**src/rtl/fetch_stage.sv**
```systemverilog
// rtl/fetch_stage.sv - MIPS instruction-fetch stage with IF/ID pipeline register
//
// Owns PCF, issues one instruction-memory request at a time, parks a returned
// word while decode is stalled, and resolves decode-stage redirects
// (j, jal, jr, beq, bne). A redirect squashes the wrong-path fetch.
//
// Optional: define FETCH_PERF_CNT_EN to add the perf_* counter outputs.
//
// Ports:
//   clk, rst_n         core clock, synchronous active-low reset
//   StallD             hazard unit freezes IF/ID and PCF
//   BranchD/JumpD/
//   JalD/JrD           decode control for the instruction in InstrD
//   RsDataD, RtDataD   forwarded register values in decode
//   imem_req/addr      request to instruction memory (addr = PCF)
//   imem_ready         request accepted this cycle
//   imem_rvalid/rdata  returned instruction word
//   PCF                current fetch PC
//   InstrD, PCPlus4D,
//   ValidD             IF/ID register contents
//   perf_*_cnt         fetch / redirect / stall counters (optional)

module fetch_stage #(
  parameter logic [31:0] RESET_PC  = 32'h0000_3000,
  parameter logic [31:0] NOP_INSTR = 32'h0000_0000
) (
  input  logic        clk,
  input  logic        rst_n,
  input  logic        StallD,
  input  logic        BranchD,
  input  logic        JumpD,
  input  logic        JalD,
  input  logic        JrD,
  input  logic [31:0] RsDataD,
  input  logic [31:0] RtDataD,
  output logic        imem_req,
  output logic [31:0] imem_addr,
  input  logic        imem_ready,
  input  logic        imem_rvalid,
  input  logic [31:0] imem_rdata,
  output logic [31:0] PCF,
  output logic [31:0] InstrD,
  output logic [31:0] PCPlus4D,
  output logic        ValidD
`ifdef FETCH_PERF_CNT_EN
  ,
  output logic [31:0] perf_fetch_cnt,
  output logic [31:0] perf_redirect_cnt,
  output logic [31:0] perf_stall_cnt
`endif
);

  typedef enum logic [1:0] {
    S_REQ  = 2'd0,
    S_WAIT = 2'd1,
    S_HOLD = 2'd2,
    S_DROP = 2'd3
  } state_e;

  state_e      state_q, state_d;
  logic [31:0] pc_q, pc_d;
  logic [31:0] instr_q, instr_d;
  logic [31:0] pc4_q, pc4_d;
  logic        valid_q, valid_d;
  logic [31:0] hold_q, hold_d;

  logic [5:0]  op;
  logic        br_cond;
  logic        taken;
  logic [31:0] target;
  logic [31:0] pc_plus4;
  logic        have_word;
  logic        deliver;
  logic [31:0] fetch_word;

  always_comb begin
    op       = instr_q[31:26];
    br_cond  = ((op == 6'h04) && (RsDataD == RtDataD)) ||
               ((op == 6'h05) && (RsDataD != RtDataD));
    // Redirects are resolved only for a real, non-stalled decode instruction.
    taken    = valid_q & ~StallD & (JrD | JumpD | JalD | (BranchD & br_cond));
    if (JrD) begin
      target = {RsDataD[31:2], 2'b00};
    end else if (JumpD | JalD) begin
      target = {pc4_q[31:28], instr_q[25:0], 2'b00};
    end else begin
      target = pc4_q + {{14{instr_q[15]}}, instr_q[15:0], 2'b00};
    end
    pc_plus4   = pc_q + 32'd4;
    // A word is available either straight from memory in WAIT or parked in HOLD.
    have_word  = ((state_q == S_WAIT) && imem_rvalid) || (state_q == S_HOLD);
    fetch_word = (state_q == S_HOLD) ? hold_q : imem_rdata;
    deliver    = have_word & ~StallD & ~taken;
  end

  always_comb begin
    pc_d    = pc_q;
    instr_d = instr_q;
    pc4_d   = pc4_q;
    valid_d = valid_q;
    hold_d  = hold_q;
    state_d = state_q;

    if (taken) begin
      pc_d    = target;
      valid_d = 1'b0;
      instr_d = NOP_INSTR;
    end else if (deliver) begin
      instr_d = fetch_word;
      pc4_d   = pc_plus4;
      valid_d = 1'b1;
      pc_d    = pc_plus4;
    end else if (!StallD) begin
      valid_d = 1'b0;
      instr_d = NOP_INSTR;
    end

    case (state_q)
      S_REQ: begin
        // A request accepted in the redirect cycle targets the old PC.
        if (imem_ready) state_d = taken ? S_DROP : S_WAIT;
      end
      S_WAIT: begin
        if (imem_rvalid) begin
          if (taken || deliver) begin
            state_d = S_REQ;
          end else begin
            state_d = S_HOLD;
            hold_d  = imem_rdata;
          end
        end else if (taken) begin
          state_d = S_DROP;
        end
      end
      S_HOLD: begin
        if (taken || deliver) state_d = S_REQ;
      end
      S_DROP: begin
        if (imem_rvalid) state_d = S_REQ;
      end
      default: state_d = S_REQ;
    endcase
  end

  always_ff @(posedge clk) begin
    if (!rst_n) begin
      state_q <= S_REQ;
      pc_q    <= RESET_PC;
      instr_q <= NOP_INSTR;
      pc4_q   <= RESET_PC;
      valid_q <= 1'b0;
      hold_q  <= 32'd0;
    end else begin
      state_q <= state_d;
      pc_q    <= pc_d;
      instr_q <= instr_d;
      pc4_q   <= pc4_d;
      valid_q <= valid_d;
      hold_q  <= hold_d;
    end
  end

  assign imem_req  = rst_n & (state_q == S_REQ);
  assign imem_addr = pc_q;
  assign PCF       = pc_q;
  assign InstrD    = instr_q;
  assign PCPlus4D  = pc4_q;
  assign ValidD    = valid_q;

`ifdef FETCH_PERF_CNT_EN
  logic [31:0] fetch_cnt_q, fetch_cnt_d;
  logic [31:0] redirect_cnt_q, redirect_cnt_d;
  logic [31:0] stall_cnt_q, stall_cnt_d;
  logic        stall_evt;

  always_comb begin
    // HOLD with StallD=0 always delivers or redirects, so only the
    // memory-facing states count as starved.
    stall_evt      = StallD | ((state_q != S_HOLD) & ~deliver);
    fetch_cnt_d    = fetch_cnt_q + {31'd0, deliver};
    redirect_cnt_d = redirect_cnt_q + {31'd0, taken};
    stall_cnt_d    = stall_cnt_q + {31'd0, stall_evt};
  end

  always_ff @(posedge clk) begin
    if (!rst_n) begin
      fetch_cnt_q    <= 32'd0;
      redirect_cnt_q <= 32'd0;
      stall_cnt_q    <= 32'd0;
    end else begin
      fetch_cnt_q    <= fetch_cnt_d;
      redirect_cnt_q <= redirect_cnt_d;
      stall_cnt_q    <= stall_cnt_d;
    end
  end

  assign perf_fetch_cnt    = fetch_cnt_q;
  assign perf_redirect_cnt = redirect_cnt_q;
  assign perf_stall_cnt    = stall_cnt_q;
`endif

endmodule

```
**config.mk**
```make
export PLATFORM = sky130hd
export DESIGN_NAME = fetch_stage
export DESIGN_NICKNAME = d
export VERILOG_FILES = /design/src/rtl/fetch_stage.sv
export SDC_FILE = /design/constraint.sdc
export NUM_CORES = 1
export LEC_CHECK = 0
export CAP_MARGIN = 20
export CORE_MARGIN = 2
export CORE_UTILIZATION = 45
export DETAILED_ROUTE_END_ITERATION = 7
export PLACE_DENSITY = 0.89
export SYNTH_ARGS = -nofsm -noshare
export SYNTH_HDL_FRONTEND = slang
export SYNTH_SLANG_ARGS = --single-unit
```
**constraint.sdc**
```tcl
create_clock -name clk -period 2.5 [get_ports clk]
set_input_delay 0.375 -clock clk [delete_from_list [all_inputs] [get_ports clk]]
set_output_delay 0.375 -clock clk [all_outputs]
set_load 0.02 [all_outputs]
```
-- Word level (Yosys, flattened, before mapping)
Cells that the tools add are included.
- multiply operators: 0
- order comparisons: 0
- divide/modulo/power cells: 0
- muxes and demuxes: 17
- bitwise operators: 14
- shifts and indexed selects: 0
- reduce and logical (&&, ||, !) cells: 12
- eq/ne operators: 12
- add/sub/neg operators: 2
- operators with widths (operator ; number):
    $mux W32 ; 7
    $add A32 B3 Y32 const B ; 1
    $add A32 B32 Y32 ; 1
    $eq A32 B32 Y1 ; 1
    $ne A32 B32 Y1 ; 1
    $mux W2 ; 7
    $eq A6 B3 Y1 const B ; 2
    $pmux W2 S4 ; 1
    $and A1 B1 Y1 ; 6
    $eq A2 B2 Y1 const B ; 2
    $ne A2 B1 Y1 const B ; 2
    $ne A2 B2 Y1 const B ; 2
    $not A1 Y1 ; 4
    $or A1 B1 Y1 ; 4
    $reduce_and A4 Y1 ; 1
    $logic_and A1 B1 Y1 ; 3
    $logic_or A1 B1 Y1 ; 3
    $ne A3 B3 Y1 const B ; 1
    $reduce_and A3 Y1 ; 1
    $eq A2 B1 Y1 const B ; 1
    $logic_not A2 Y1 ; 1
    $mux W1 ; 2
    $reduce_and A2 Y1 ; 1
    $reduce_bool A2 Y1 ; 1
    $reduce_or A2 Y1 ; 1
- input port bits: 105
- latch bits: 0
- memories kept: 0
- output and inout port bits: 130
- bits in writable memories: 0
- register bits: 131
- bits in read-only memories: 0

-- Depth between registers and ports, before layout
- depth in word-level cells: 12
- mapped depth: 10
- mapped depth without buffers: 10

-- Worst setup path before layout
Ideal clock, no wire load.
- path kind: register to register
- start point: reg instr_q[15] (netlist: InstrD[15])
- end point: reg pc_q[31] (netlist: PCF[31])
- period minus slack after synthesis: 2.845 ns
- cell stages (with the launch flop): 11
- slack: -0.345 ns
- arrival: 2.766 ns
- path through: dfxtp_1 > ha_1 > clkbuf_1 > nand4_1 > inv_1 > a22oi_1 > o41ai_2 > or4b_1 > a221oi_1 > nor3_1 > o221ai_2
- word-level cells in the longest chain between the ends: 4
- ends and longest elaborated chain (what ; RTL line ; text):
    start, declared ; 62 ; logic [31:0] instr_q, instr_d;
    start signal, assigned ; 156 ; instr_q <= instr_d;
    $add A32 B32 Y32 ; 87 ; target = pc4_q + {{14{instr_q[15]}}, instr_q[15:0], 2'b00};
    $mux W32 ; 84 ; end else if (JumpD | JalD) begin
    $mux W32 ; 82 ; if (JrD) begin
    $mux W32 ; 104 ; if (taken) begin
    end signal, assigned ; 155 ; pc_q <= pc_d;
    end, declared ; 61 ; logic [31:0] pc_q, pc_d;
Every way passes these cells.
A chain may end at the register's enable or synchronous reset.

-- Final worst setup path
- start point: reg pc4_q[2] (netlist: PCPlus4D[2])
- end point: reg pc_q[28] (netlist: PCF[28])
- word-level cells in the longest chain between the ends: 4
- ends and longest elaborated chain (what ; RTL line ; text):
    start, declared ; 63 ; logic [31:0] pc4_q, pc4_d;
    start signal, assigned ; 157 ; pc4_q <= pc4_d;
    $add A32 B32 Y32 ; 87 ;
    $mux W32 ; 84 ;
    $mux W32 ; 82 ;
    $mux W32 ; 104 ;
Every way passes these cells.

==> results.toml <==
[status]
status = "finished, violations left"
violations = "negative setup slack"

[grt]
antenna_found_initial = 1
grt_pass1_wl_um = 53530
grt_overflow = 0
grt_pass1_vias = 10080
track_usage = 0.3371
grt_max_degree = 82

[critical_path]
crit_path_start = "PCPlus4D[2]"
path_buf_inv = 0
start_kind = "register"
rrSetupSlack_ns = -0.31
crit_arrival_ns = 3.11
critPathTopFamily = "compound AO/OA/AOI/OAI gates"
worstPathRequired_ns = 2.80
cp.depth = 10
rr_endpoint = "PCF[28]"
worst-path-max-fanout = 3
crit_chain = "ha_4, fa_2, a211oi_4, o21ai_4, a2111oi_4, or4_4, o21ai_2, a21oi_2, mux2i_1, a31oi_1"
reg2reg_from = "PCPlus4D[2]"
crit_path_top_delay_cell = "a2111oi_4"
cp-endpoint = "PCF[28]"
cpPeakStageDelay_ns = 0.46
crit_path_end_kind = "register"
critical_path_class = "register to register"
reg2reg_depth = 10

[logic_synthesis]
synthArstFlopShare = 0
synthCells = 1187
seq_area_frac_synth = 0.2996
syn_nets = 1323
syn_area_um2 = 8753
synthFlopType = "dfxtp_1"
synth-edff-count = 0
syn_avg_cell_area_um2 = 7.374
yosysWarnings = 0
ys_seq_elements = 131
synthDistinctLibCells = 73

[job]
maxCapViolCount = 0

[floorplanning]
die_w_um = 143.5
core-area_um2 = 19270
rows = 51
die_area_um2 = 20580
start_util = 0.4542
chipHeight_um = 143.5
ios = 235

[final_layout]
area_growth_pct = 59.08
fin_nets = 1667
multiInputGateArea_um2 = 6297
drive_gt1_frac = 0.2383
layout_commonest_cell = "clkdlybuf4s50_1"
final_cell_mix = "226 x clkdlybuf4s50_1, 207 x nand2_1, 187 x buf_4, 139 x a21oi_1, 119 x nor2_1"
seq_area_um2 = 2655
fillCellCount = 1366
final_core_util = 0.7226
post-route-cell-area_um2 = 13920
final_cells = 1810

[clocking]
clockBufferDepth = 2
cts_tree = "yes"
numCtsBuffers = 17
worstSkewPairLatency_ns = 0.43
clock-sinks = 131
cts_max_level = 4
root_buffer = "clkbuf_16"
clk_pin_slew_ns = 0.07
hold_buffers = 0

[drt]
dr.pass1.iters = 6
drc = 0
num_vias = 10990
detail-route-antenna-nets = 0
drt_iter0_drc = 1474
wirelength_um = 38350
viasPerCell = 6.070
wl_per_cell_um = 21.19

[timing]
grt_setup_unrepaired = "true"
slew_headroom = 0.3430
fin_worst_skew_ns = 0.009451
whs_ns = 0.3779
final_hold_viol_count = 0
post-route-min-period_ns = 2.808
fin_ws_ns = -0.3085
tightest_slew_ns = 0.9855
drv_slew = 0
finalCritPeriodShare = 1.123
setup_viol = 20
maxClockFrequency_ghz = 0.3561

[power_and_ir_drop]
irDropWorstVdd_v = 0.0005275
leakage_uw = 0.005428
power_density_nw_per_um2 = 476.4

[placement]
dpl_cell_area_um2 = 12430
dp.cells = 1764
place_congestion = 1.012
dp_hpwl_um = 26210
io_buffers = 234

[worst_hold_path]
hold_class = "input pin to register"
[kinds of logic after synthesis]
group                    Yosys count  synth area share
AND/OR/NAND/NOR                  468            0.2421
AO/OA/AOI/OAI                    315            0.2246
flip-flops                       131            0.2996
buffers and inverters            126           0.07047
XOR/XNOR                         104            0.1041
adder cells (fa/ha/maj)           31           0.04517
multiplexers                      12           0.01401
[synth_stat cells, types with 16 or more instances]
library cell    n  area (µm²)
nand3_1        29       145.1
o21ai_0        31       155.2
buf_4          34       255.2
clkbuf_1       60       225.2
a211oi_1       47       352.8
nor3_1         17       85.08
ha_1           30       375.4
xnor2_1        43       376.6
nand4_1        16       100.1
xor2_1         61       534.3
nand2_1       211       792.0
nor2_1        124       465.5
a21oi_1       150       750.7
dfxtp_1       131        2623
[cell type report]
type | instances | share of cell area
Tap cell | 265 | 0.02381
Inverter | 17 | 0.004583
Multi-Input combinational cell | 930 | 0.4522
Clock buffer | 19 | 0.03262
Clock inverter | 13 | 0.009884
Antenna cell | 1 | 0.0001797
Sequential cell | 131 | 0.1907
Timing Repair Buffer | 434 | 0.2860
[report_power, final]
part / leakage [µW] / internal (µW) / switching (µW)
Sequential: 0.00107 / 2180 / 102
Clock: 0.000287 / 1470 / 1080
Combinational: 0.00407 / 825 / 980
[per-stage QoR]
step	setup TNS, ns	total power [µW]	setup slack, ns
final	-2.413	6633	-0.3085
after global routing	-3.506	6810	-0.3577
after CTS	-0.7013	6457	-0.1574
after detailed placement	-59.38	3908	-0.7516
after floorplan	-0.007410	3060	-0.005864
after global placement	-60.16	3877	-0.7012
[metal layers]
| metal | global-route usage | vias up | share of wire |
|---|---|---|---|
| li1 | - | 4806 | - |
| met5 | 0 | - | 0 |
| met2 | 0.5406 | 929 | 0.45 |
| met1 | 0.4169 | 5051 | 0.36 |
| met4 | 0.1662 | 0 | 0.056 |
| met3 | 0.09230 | 200 | 0.13 |
[tightest hold or removal path, delay by kind of cell]
| family | cells | cell delay [ns] |
|---|---|---|
| AOI/OAI and AO/OA | 1 | 0.09 |
| and+or+nand+nor | 1 | 0.10 |
| buffers and inverters | 1 | 0.19 |
[worst min-delay path by stage]
stage | startpoint | to | slack, ns | depth (start not counted)
final | RsDataD[18] | PCF[18] | 0.38 | 3
after global routing | RsDataD[18] | PCF[18] | 0.39 | 3
after CTS | hold_q[12] | hold_q[12] | 0.45 | 2
after detailed placement | hold_q[3] | hold_q[3] | 0.45 | 2
after global placement | hold_q[11] | hold_q[11] | 0.44 | 2
after floorplan | hold_q[0] | hold_q[0] | 0.44 | 2
[what timing repair did]
action | in CTS | in global routing
resized for setup | 48 | 108
setup buffers | 4 | 11
pin swaps | 18 | 65
endpoints found under the setup margin | 98 | 96
[state kept, by name (all words and copies together) (netlist names)]
name      flops
ValidD        1
state_q       2
PCF          32
hold_q       32
PCPlus4D     32
InstrD       32
(Power assumes the default switching activity.)
==> edit 1: new RTL, config.mk and constraints unchanged <==
Encoding of `state_e`: now one-hot (4 bits for 4 states).
--- a/src/rtl/fetch_stage.sv
+++ b/src/rtl/fetch_stage.sv
@@ -50,11 +50,11 @@
 `endif
 );
 
-  typedef enum logic [1:0] {
-    S_REQ  = 2'd0,
-    S_WAIT = 2'd1,
-    S_HOLD = 2'd2,
-    S_DROP = 2'd3
+  typedef enum logic [3:0] {
+    S_REQ  = 4'b0001,
+    S_WAIT = 4'b0010,
+    S_HOLD = 4'b0100,
+    S_DROP = 4'b1000
   } state_e;
 
   state_e      state_q, state_d;
Formal check against the unedited RTL: no difference found for any inputs over 4 cycles, from zero or initial values and one cycle with rst_n low; so few cycles prove little.
==> edit 1 against the unedited design <==
The flow finishes with violations (DRC, setup timing). Sequential cell count up 2. Routed wire length up 19%. Total power down 12%. Final area up 6.3%. Clock skew up 0.0023 ns. Synthesized area up 2.8%. First-iteration DRC count up 28%. Worst setup slack worse by 0.26 ns.
==> edit 1: results (changes against the unedited design) <==
status finished with violations (unchanged); failing checks DRC, setup timing (was setup timing); WL met3 5583 um (was 5135 um); hold slack 0.3912 ns (was 0.3779 ns); GRT met1 Usage 40.91% (was 41.69%); clk_skew 0.01177 ns (was 0.009451 ns); Final setup viols 70 (was 20); crit-path max cell delay 0.53 ns (was 0.46 ns); total number of vias 11590 (was 10990); met2 GRT Util 59.83% (was 54.06%); First-pass DRT Iterations 8 (was 6); Synth top area share 29.59% (was 29.96%); Clock Latency Late Sink 0.46 ns (was 0.43 ns); metal2 WL 20710 um (was 17450 um); CP max stage cell a211oi_2 (was a2111oi_4); Cell Area, Placed 0.01290 mm^2 (was 0.01243 mm^2); DP Worst Slack -0.9079 ns (was -0.7516 ns); Nets 1629 (was 1667); largest net degree at the start of global routing 67 (was 82); Fillers 1248 (was 1366); M1 WL 15130 um (was 13640 um); hpwl dp 27530 um (was 26210 um); initial antenna violation count 0 (was 1); Net Count, Synth 1259 (was 1323); VDD IR-drop max 0.4855 mV (was 0.5275 mV); final worst setup slack -0.5677 ns (was -0.3085 ns); first-pass GRT wire length 60150 um (was 53530 um); Placed Cells 1715 (was 1764); Leak 0.006143 uW (was 0.005428 uW); total internal power 4089 uW (was 4472 uW); # DRC 5 (was 0); Synth top cells by count dfxtp_1 (133), nand2_1 (127), nor2_1 (96) (was nand2_1 (211), a21oi_1 (150), dfxtp_1 (131)); top post-synthesis cells by area dfxtp_1 (30%), xor2_1 (6.2%), nand2_1 (5.3%), a21oi_1 (4.9%), ha_1 (4.2%) (was dfxtp_1 (30%), nand2_1 (9.0%), a21oi_1 (8.6%), xor2_1 (6.1%), nor2_1 (5.3%)); Clock Power Share 44.0% (was 38.4%); DR iter-0 viols 1889 (was 1474); Distinct cells, synth 76 (was 73); Post-Syn Instances 1123 (was 1187); gr usage total 36.10% (was 33.71%); met3 Resource Use GR 9.875% (was 9.230%); vias in the first global route 10790 (was 10080)
-- edit 1: cell types whose count changed after synthesis, sizes merged, moves of 6 or more --
cell | before | now
clkbuf | 60 | 68
xnor2 | 43 | 36
nand2 | 211 | 127
nand3 | 32 | 62
o211a | 0 | 19
mux2 | 2 | 33
nor2 | 124 | 98
inv | 16 | 10
a32oi | 0 | 33
a211oi | 48 | 35
a21oi | 150 | 88
a21o | 15 | 22
-- edit 1: final timing paths --
path                              endpoint  cells after the start         from
worst max-delay path               PCF[10]                     12    InstrD[0]
worst min-delay path               PCF[13]                      4  RsDataD[13]
worst max register to register     PCF[10]                     12    InstrD[0]
worst min register to register  hold_q[16]                      2   hold_q[16]
-- edit 1: stage by stage --
stage / total power [uW] / util [%]
floorplan: 2618 / -
global route: 5935 / 75.80
global placement: 3119 / 66.08
detailed placement: 3137 / 66.08
finish: 5855 / 75.81
CTS: 5638 / 71.49
-- edit 1: area by class of cell --
cell class                 count  share of cell area (%)
tap                          265                   2.240
multi-input combinational    866                   45.17
clock inverter                12                  0.8283
sequential                   133                   18.30
clock buffer                  19                   3.068
inverter                      10                  0.2536
timing repair buffer         465                   30.12
antenna                        1                 0.01690
-- edit 1: kinds of logic (layout without fill, tap and decap cells) --
logic type               count (synthesis)  in the layout  share of synthesized area (%)
AO/OA/AOI/OAI                          310            310                          24.33
XOR/XNOR                               100            100                          9.733
adder cells (fa/ha/maj)                 31             31                          4.394
buffers and inverters                  124            506                          6.910
flip-flops                             133            133                          29.59
multiplexers                            39             39                          4.797
other                                    0              1                              0
AND/OR/NAND/NOR                        386            386                          20.24
-- edit 1: repair_timing --
item,4_1_cts,5_1_grt
setup buffers,13,12
hold buffers,0,0
pin swaps,29,61
gates resized for setup,73,155
endpoints found under the setup margin,101,91
cloned,3,4
==> edit 2: new RTL, same settings <==
Without the edit above. Build with the macro `FETCH_PERF_CNT_EN` defined.
--- a/src/rtl/fetch_stage.sv
+++ b/src/rtl/fetch_stage.sv
@@ -19,6 +19,8 @@
 //   InstrD, PCPlus4D,
 //   ValidD             IF/ID register contents
 //   perf_*_cnt         fetch / redirect / stall counters (optional)
+
+`define FETCH_PERF_CNT_EN
 
 module fetch_stage #(
   parameter logic [31:0] RESET_PC  = 32'h0000_3000,
Check against the original RTL (old outputs only; new: perf_fetch_cnt, perf_redirect_cnt and perf_stall_cnt): equivalent (equiv_simple and equiv_induct, registers matched by name and starting in step).
==> edit 2 against the unedited design <==
The flow still finishes with violations (setup timing). First-iteration DRC count grew 24%. Global-route usage grew 1.6 points. Sequential cell count grew 96. Routed wire length grew 58%. Worst setup slack lost 0.61 ns. Total power grew 58%. Final area grew 50%. Synthesized area grew 43%. Critical path type unchanged.
==> edit 2: results (changes against the unedited design) <==
area of the multi-input gates 0.009229 mm^2 (was 0.006297 mm^2); top post-synthesis cells by area dfxtp_1 (36%), xor2_1 (7.8%), nor2_1 (6.0%), nand2_1 (5.2%), a21oi_1 (4.6%) (was dfxtp_1 (30%), nand2_1 (9.0%), a21oi_1 (8.6%), xor2_1 (6.1%), nor2_1 (5.3%)); Worst R2R Start InstrD[29] (was PCPlus4D[2]); M1 WL 19950 um (was 13640 um); Placed Cells 2361 (was 1764); Fillers 1762 (was 1366); highest metal layer with signal wires met5 (was met4); Hold Path End PCF[31] (was PCF[18]); gp weighted congestion 0.9565 (was 1.012); combinational power 2210 uW (was 1810 uW); post-synthesis mux area share 3.284% (was 1.401%); met3 Resource Use GR 8.304% (was 9.230%); status finished with violations (unchanged); Signal buf overhead 26.72% (was 28.60%); CP max stage cell or4bb_1 (was a2111oi_4); layout inverter count without the clock tree 20 (was 17); Leak 0.007975 uW (was 0.005428 uW); fin cells 2464 (was 1810); fraction of the yosys area taken by sequential cells 36.26% (was 29.96%); H-tree depth reported by CTS 1 (was 4); hold slack 0.2266 ns (was 0.3779 ns); Clock Latency Late Sink 0.54 ns (was 0.43 ns); final-layout clock buffer total 33 (was 19); origin of the worst min-delay path RsDataD[31] (was RsDataD[18]); first-pass GRT wire length 79870 um (was 53530 um); failing checks setup timing (unchanged); hpwl dp 36090 um (was 26210 um); total number of vias 15030 (was 10990); clock network area share 4.643% (was 4.250%); Synth Area in Compound Gates 16.69% (was 22.46%); CTS resizes 441 (was 48); WL met3 6601 um (was 5135 um); Crit path max-delay family simple AND/OR/NAND/NOR gates (was compound AO/OA/AOI/OAI gates); clk_skew 0.03034 ns (was 0.009451 ns); routed len/inst 24.56 um (was 21.19 um); count of multi-input gates 1191 (was 930); largest fanout on the critical path 4 (was 3); clk buf depth 3 (was 2); die area 0.02920 mm^2 (was 0.02058 mm^2); Post-Synth Adder-Cell Area 3.754% (was 4.517%); Buffers, non-clock 601 (was 434); Avg Cell Area, Syn 8.070 um^2 (was 7.374 um^2); GRT met1 Usage 37.74% (was 41.69%); final worst setup slack -0.9207 ns (was -0.3085 ns); DR iter-0 viols 1825 (was 1474); Synth Area in XOR/XNOR 12.30% (was 10.41%); Nets 2208 (was 1667); R2R Path End perf_stall_cnt[30] (was PCF[28]); Net Count, Synth 1695 (was 1323); vias in the first global route 14430 (was 10080); FF/Latch Area 0.004563 mm^2 (was 0.002655 mm^2); DP Worst Slack -1.773 ns (was -0.7516 ns); clock sink count 227 (was 131); setup bufs post-CTS 30 (was 4); reg2reg path depth 19 (was 10); Final setup viols 109 (was 20); largest net degree at the start of global routing 102 (was 82)
[edit 2: worst max path at each step]
stage | cells after the start | from | slack, ns | to
after global placement | 20 | RsDataD[9] | -1.53 | perf_stall_cnt[30]
final | 19 | InstrD[29] | -0.92 | perf_stall_cnt[30]
after CTS | 19 | InstrD[27] | -0.83 | perf_stall_cnt[26]
after global routing | 18 | InstrD[29] | -1.03 | perf_stall_cnt[25]
after floorplan | 20 | RtDataD[17] | -0.89 | perf_stall_cnt[28]
after detailed placement | 20 | RsDataD[9] | -1.77 | perf_stall_cnt[30]
[edit 2: stage by stage]
step | setup TNS, ns | utilization (%) | total power [uW]
2_1_floorplan | -36.95 | - | 4730
5_1_grt | -61.33 | 75.68 | 10680
3_5_place_dp | -211.92 | 63.56 | 5638
3_3_place_gp | -197.89 | 63.56 | 5598
4_1_cts | -37.29 | 71.38 | 10050
6_report | -46.64 | 75.69 | 10460
